<file path="src/rtl/fetch_ctrl_pkg.sv">
// Shared definitions for the instruction-fetch controller: FSM state
// encoding, HALT opcode, PC reset/step constants and PC helpers.
package fetch_ctrl_pkg;

  localparam int PC_W    = 16;
  localparam int INSTR_W = 16;

  typedef enum logic [1:0] {
    ST_REQ    = 2'd0,
    ST_WAIT   = 2'd1,
    ST_OUT    = 2'd2,
    ST_HALTED = 2'd3
  } fetchState_e;

  localparam logic [4:0]      OPC_HALT = 5'b00000;
  localparam logic [PC_W-1:0] PC_RESET = 16'h0000;
  localparam logic [PC_W-1:0] PC_STEP  = 16'h0002;

  // Sequential PC advance; the carry out of bit 15 is discarded so the
  // address space wraps (0xFFFE -> 0x0000).
  function automatic logic [PC_W-1:0] pcAdvance(input logic [PC_W-1:0] cur);
    return cur + PC_STEP;
  endfunction

  // HALT is recognised purely from the five opcode bits.
  function automatic logic isHalt(input logic [INSTR_W-1:0] word);
    return word[15:11] == OPC_HALT;
  endfunction

endpackage

</file>
<file path="src/rtl/fetch_ctrl_pc_reg.sv">
// Architectural program counter: synchronous reset, redirect load and
// increment-by-2. A load always wins over an increment.
module pc_reg
  import fetch_ctrl_pkg::*;
(
  input  logic            clk,
  input  logic            rst,
  input  logic            load,
  input  logic [PC_W-1:0] loadVal,
  input  logic            inc,
  output logic [PC_W-1:0] pc
);

  // PC update: reset, then redirect, then sequential advance
  always_ff @(posedge clk) begin
    if (rst) begin
      pc <= PC_RESET;
    end else if (load) begin
      pc <= loadVal;
    end else if (inc) begin
      pc <= pcAdvance(pc);
    end
  end

endmodule

</file>
<file path="src/rtl/fetch_ctrl.sv">
// Instruction-fetch controller. Owns the PC, issues one read at a time to a
// multi-cycle instruction memory, presents each fetched instruction to decode
// with a valid/stall handshake, squashes in-flight fetches on redirect and
// parks after presenting HALT.
// Optional feature: define FETCH_ALIGN_CHECK_EN to trap odd fetch addresses
// (no request is issued, misalign sets sticky and the fetcher parks).
module fetch_ctrl
  import fetch_ctrl_pkg::*;
(
  input  logic               clk,
  input  logic               rst,
  input  logic [PC_W-1:0]    next_pc,
  input  logic               pc_load,
  input  logic               stall,
  output logic               mem_rd,
  output logic [PC_W-1:0]    mem_addr,
  input  logic [INSTR_W-1:0] mem_rdata,
  input  logic               mem_done,
  output logic [INSTR_W-1:0] instr,
  output logic               instr_valid,
  output logic [PC_W-1:0]    pc_out,
  output logic [PC_W-1:0]    pc_plus2,
  output logic               halted,
  output logic               misalign
);

  fetchState_e        state;
  fetchState_e        stateNext;
  logic               squash;
  logic               squashNext;
  logic [PC_W-1:0]    pc;
  logic               pcLoad;
  logic               pcInc;
  logic               capture;
  logic               alignFault;
  logic               setMisalign;

  logic [INSTR_W-1:0] instrQ;
  logic [PC_W-1:0]    pcOutQ;
  logic [PC_W-1:0]    pcPlus2Q;
  logic               instrValidQ;
  logic               haltedQ;
  logic               misalignQ;

  pc_reg uPcReg (
    .clk     (clk),
    .rst     (rst),
    .load    (pcLoad),
    .loadVal (next_pc),
    .inc     (pcInc),
    .pc      (pc)
  );

`ifdef FETCH_ALIGN_CHECK_EN
  assign alignFault = pc[0];
`else
  assign alignFault = 1'b0;
`endif

  // Read request is a pure decode of state and PC, held low while in reset
  // so nothing is issued during the reset cycle itself.
  assign mem_rd   = !rst && (state == ST_REQ) && !alignFault;
  assign mem_addr = pc;

  assign instr       = instrQ;
  assign instr_valid = instrValidQ;
  assign pc_out      = pcOutQ;
  assign pc_plus2    = pcPlus2Q;
  assign halted      = haltedQ;
  assign misalign    = misalignQ;

  // State and squash-flag register
  always_ff @(posedge clk) begin
    if (rst) begin
      state  <= ST_REQ;
      squash <= 1'b0;
    end else begin
      state  <= stateNext;
      squash <= squashNext;
    end
  end

  // Next-state and PC control; redirect outranks stall everywhere but HALTED
  always_comb begin
    stateNext   = state;
    squashNext  = squash;
    pcLoad      = 1'b0;
    pcInc       = 1'b0;
    capture     = 1'b0;
    setMisalign = 1'b0;
    case (state)
      ST_REQ: begin
        if (alignFault) begin
          setMisalign = 1'b1;
          stateNext   = ST_HALTED;
        end else begin
          // The request at the old PC still goes out; a redirect just marks
          // its response as stale.
          squashNext = pc_load;
          pcLoad     = pc_load;
          stateNext  = ST_WAIT;
        end
      end
      ST_WAIT: begin
        if (pc_load) begin
          pcLoad     = 1'b1;
          squashNext = 1'b1;
        end
        if (mem_done) begin
          squashNext = 1'b0;
          if (squash || pc_load) begin
            stateNext = ST_REQ;
          end else begin
            capture   = 1'b1;
            pcInc     = 1'b1;
            stateNext = ST_OUT;
          end
        end
      end
      ST_OUT: begin
        if (pc_load) begin
          pcLoad    = 1'b1;
          stateNext = ST_REQ;
        end else if (!stall) begin
          stateNext = isHalt(instrQ) ? ST_HALTED : ST_REQ;
        end
      end
      ST_HALTED: begin
        stateNext = ST_HALTED;
      end
      default: begin
        stateNext = ST_REQ;
      end
    endcase
  end

  // Registered outputs: valid/halted follow the upcoming state, the
  // instruction/PC triple loads only on an accepted response.
  always_ff @(posedge clk) begin
    if (rst) begin
      instrQ      <= '0;
      pcOutQ      <= PC_RESET;
      pcPlus2Q    <= pcAdvance(PC_RESET);
      instrValidQ <= 1'b0;
      haltedQ     <= 1'b0;
      misalignQ   <= 1'b0;
    end else begin
      instrValidQ <= (stateNext == ST_OUT);
      haltedQ     <= (stateNext == ST_HALTED);
      misalignQ   <= misalignQ | setMisalign;
      if (capture) begin
        instrQ   <= mem_rdata;
        pcOutQ   <= pc;
        pcPlus2Q <= pcAdvance(pc);
      end
    end
  end

endmodule

</file>
<file path="config.mk">
export PLATFORM = sky130hd
export DESIGN_NAME = fetch_ctrl
export DESIGN_NICKNAME = d
export VERILOG_FILES = /design/src/rtl/fetch_ctrl_pkg.sv /design/src/rtl/fetch_ctrl_pc_reg.sv /design/src/rtl/fetch_ctrl.sv
export SDC_FILE = /design/constraint.sdc
export NUM_CORES = 1
export LEC_CHECK = 0
export ABC_AREA = 1
export ABC_CLOCK_PERIOD_IN_PS = 2100
export BUFFER_PORTS_ARGS = -buffer_cell sky130_fd_sc_hd__buf_2
export CAP_MARGIN = 10
export CORE_MARGIN = 2
export CORE_UTILIZATION = 51
export CTS_BUF_LIST = sky130_fd_sc_hd__clkbuf_2
export DETAILED_ROUTE_END_ITERATION = 10
export GPL_ROUTABILITY_DRIVEN = 0
export PLACE_DENSITY = 0.81
export SLEW_MARGIN = 20
export SYNTH_ARGS = -nofsm -noshare
export SYNTH_HDL_FRONTEND = slang
export SYNTH_SLANG_ARGS = --single-unit
</file>
<file path="constraint.sdc">
create_clock -name clk -period 2.1 [get_ports clk]
set_clock_uncertainty 0.15 [all_clocks]
set_input_delay 0.42 -clock clk [delete_from_list [all_inputs] [get_ports clk]]
set_output_delay 0.42 -clock clk [all_outputs]
set_load 0.02 [all_outputs]
</file>
==> impl_metrics.tcl <==
set metrics [dict create \
    syn2layout_area_growth_pct 29.5 \
    postCtsSetupRepairBufs 0 \
    ctsResizeCount 0 \
    core_area_um2 5510 \
    antenna_found_initial 0 \
    dieArea_um2 6340 \
    fillers 471 \
    worstSetupEndpointType "primary output" \
    critPathTopFamily "flip-flops" \
    p_leak_nw 1.89 \
    cp_slowest_cell "dfxtp_1" \
    r2r_end "uPcReg.pc[15]$_SDFFE_PP0P_" \
    drc_errors 0 \
    synth_top_cell_by_area "dfxtp_1" \
    hold_buffers 19 \
    rrSetupSlack_ns 0.38 \
    critical_path.cell_chain "or2_2 -> nor2_1 -> buf_2" \
    cts_buffer_depth 2 \
    fin_util_pct 68.6 \
    start_kind "flop" \
    dpl.hpwl_um 5260 \
    nets 567 \
    wl_per_cell_um 13.1 \
    pre_cts_slack_ns 0.375 \
    p_total_w 0.00255 \
    hold_start "next_pc[3]" \
    syn_nets 445 \
    grt_setup_unrepaired "no" \
    max_freq_mhz 510 \
    clock_sinks 68 \
    seq_area_frac_synth_pct 46.7 \
    worst_pin_slew_ns 0.500 \
    yosys.area.top_type_share_pct 46.7 \
    syn_area_per_cell_um2 7.17 \
    ys.flop_type "dfxtp_1" \
    final_cell_mix "buf_2, nor2_1, nand2_1, dfxtp_1, o21ai_0" \
    drtIter0Drc 177 \
    min_path_cells 3 \
    rr_worst_depth 7 \
    track_usage_pct 25.4 \
    wirelength_um 7930 \
    grt_pass1_wl_um 12500 \
    period_minus_slack_ns 1.96 \
    layout_commonest_cell "buf_2" \
    setup_violations 0 \
    grt_max_degree 45 \
    synthCells 407 \
    root_buffer "clkbuf_2" \
    ioPinCount 105 \
    holdPathEnd "uPcReg.pc[3]$_SDFFE_PP0P_" \
    antenna_cells 0 \
    fin_crit_sh_pct 93.4 \
    netlist_top_cells_area "dfxtp_1, nor2_1, nand2_1, o21ai_0, a21oi_1" \
    worst_slack_ns 0.139 \
    rows 27 \
    yosysWarnings 0 \
    relSlewSlack_pct 66.6 \
    grt_pass1_vias 2820 \
    p_per_area_nw_per_um2 674 \
    final-hold-violation-count 0 \
    async_reset_ff_share_pct 0 \
    htreeDepth 3 \
    maxSlewViolCount 0 \
    ys_seq_elements 68 \
    initial_utilization_pct 53.0 \
    r2r-start "uPcReg.pc[2]$_SDFFE_PP0P_" \
    vias_per_cell 5.04 \
    route.vias.total 3053 \
    clkLatencyLatePin_ns 0.50 \
    hp-class "in2reg" \
    critical_path.max_stage_delay_ns 0.37 \
    synth_edf_count 0 \
    worst-path-buf-inv 1 \
    syn_area_um2 2920 \
    status "complete, no violations" \
    vdd_ir_drop_max_v 0.000482 \
    critPathKind "reg2out" \
    dieWidth_um 79.6 \
    port_buffers 103 \
    fin_area_um2 3780 \
    finalSetupTns_ns 0 \
    cts_tree "yes" \
    postPlaceCellArea_um2 3480 \
    ys_types 32 \
    path_max_fanout 4 \
    die_h_um 79.6 \
    final_layout_size_suffix_gt1_share_pct 27.2 \
    required_ns 1.53 \
    grt_overflow_total 0 \
    cap_violations 0 \
    ant_nets 0 \
    firstDrtPassIters 5 \
    arrival_ns 1.39 \
    cts_buffers 9 \
    cts.clk_slew.worst_paths_ns 0.19 \
]
worst max path at each step:
stage | start | to | slack [ns] | cells past startpoint
5_1_grt | state[0]$_SDFF_PP0_ | mem_rd | 0.009 | 3
4_1_cts | state[0]$_SDFF_PP0_ | mem_rd | 0.1 | 3
3_5_place_dp | pc_load | uPcReg.pc[4]$_SDFFE_PP0P_ | 0.38 | 9
3_3_place_gp | pc_load | uPcReg.pc[4]$_SDFFE_PP0P_ | 0.41 | 9
6_report | state[0]$_SDFF_PP0_ | mem_rd | 0.14 | 3
2_1_floorplan | uPcReg.pc[2]$_SDFFE_PP0P_ | pc_plus2[7]$_SDFFE_PP0P_ | 0.49 | 8
per-stage QoR:
stage	std cells	hold WS, ns
after floorplan	407	0.348
after global placement	571	0.298
after detailed placement	571	0.303
after CTS	606	0.0237
after global routing	606	0.0239
final	606	0.0446
worst register-to-register path: cells and delay by family, from the launching register on:
kind	cells	cell delay (ns)
compound gates	1	0.14
flops	1	0.50
fa+ha+maj	1	0.26
simple gates	5	0.62
Yosys cell counts, drive strengths merged, types with 2 or more instances:
cell    count
nand2      88
nand4       5
nand3      22
nor3        2
buf        12
clkbuf      7
dfxtp      68
nor2      101
inv        27
or2         2
a21oi      29
o21ai      34
where the power goes:
group,internal (W),switching [W]
Combinational,0.000158,0.000249
Sequential,0.00135,0.0000532
Clock,0.000267,0.000470
Total,0.00177,0.000772
logic make-up after synthesis:
logic type | share of synthesized area (%)
compound gates | 11.8
other cells | 0.129
xor+xnor | 0.600
fa+ha+maj | 0.429
simple gates | 32.7
buf+inv | 7.72
flops | 46.7
final cells by class:
| cell class | count | area (um2) | share of cell area [%] |
|---|---|---|---|
| Sequential cell | 68 | 1360 | 36.0 |
| Multi-Input combinational cell | 292 | 1330 | 35.2 |
| Timing Repair Buffer | 130 | 778 | 20.6 |
| Inverter | 28 | 105 | 2.78 |
| Tap cell | 72 | 90.1 | 2.38 |
| Clock inverter | 7 | 67.6 | 1.79 |
| Clock buffer | 9 | 45.0 | 1.19 |
routing by layer:
metal	up-vias	track usage, %	share of wire (%)
li1	1538	-	-
met1	1388	28.7	42
met2	113	45.1	50
met3	14	6.45	6.8
met4	0	10.7	2.0
met5	-	0	0
Power figures use the tool's default switching activity.
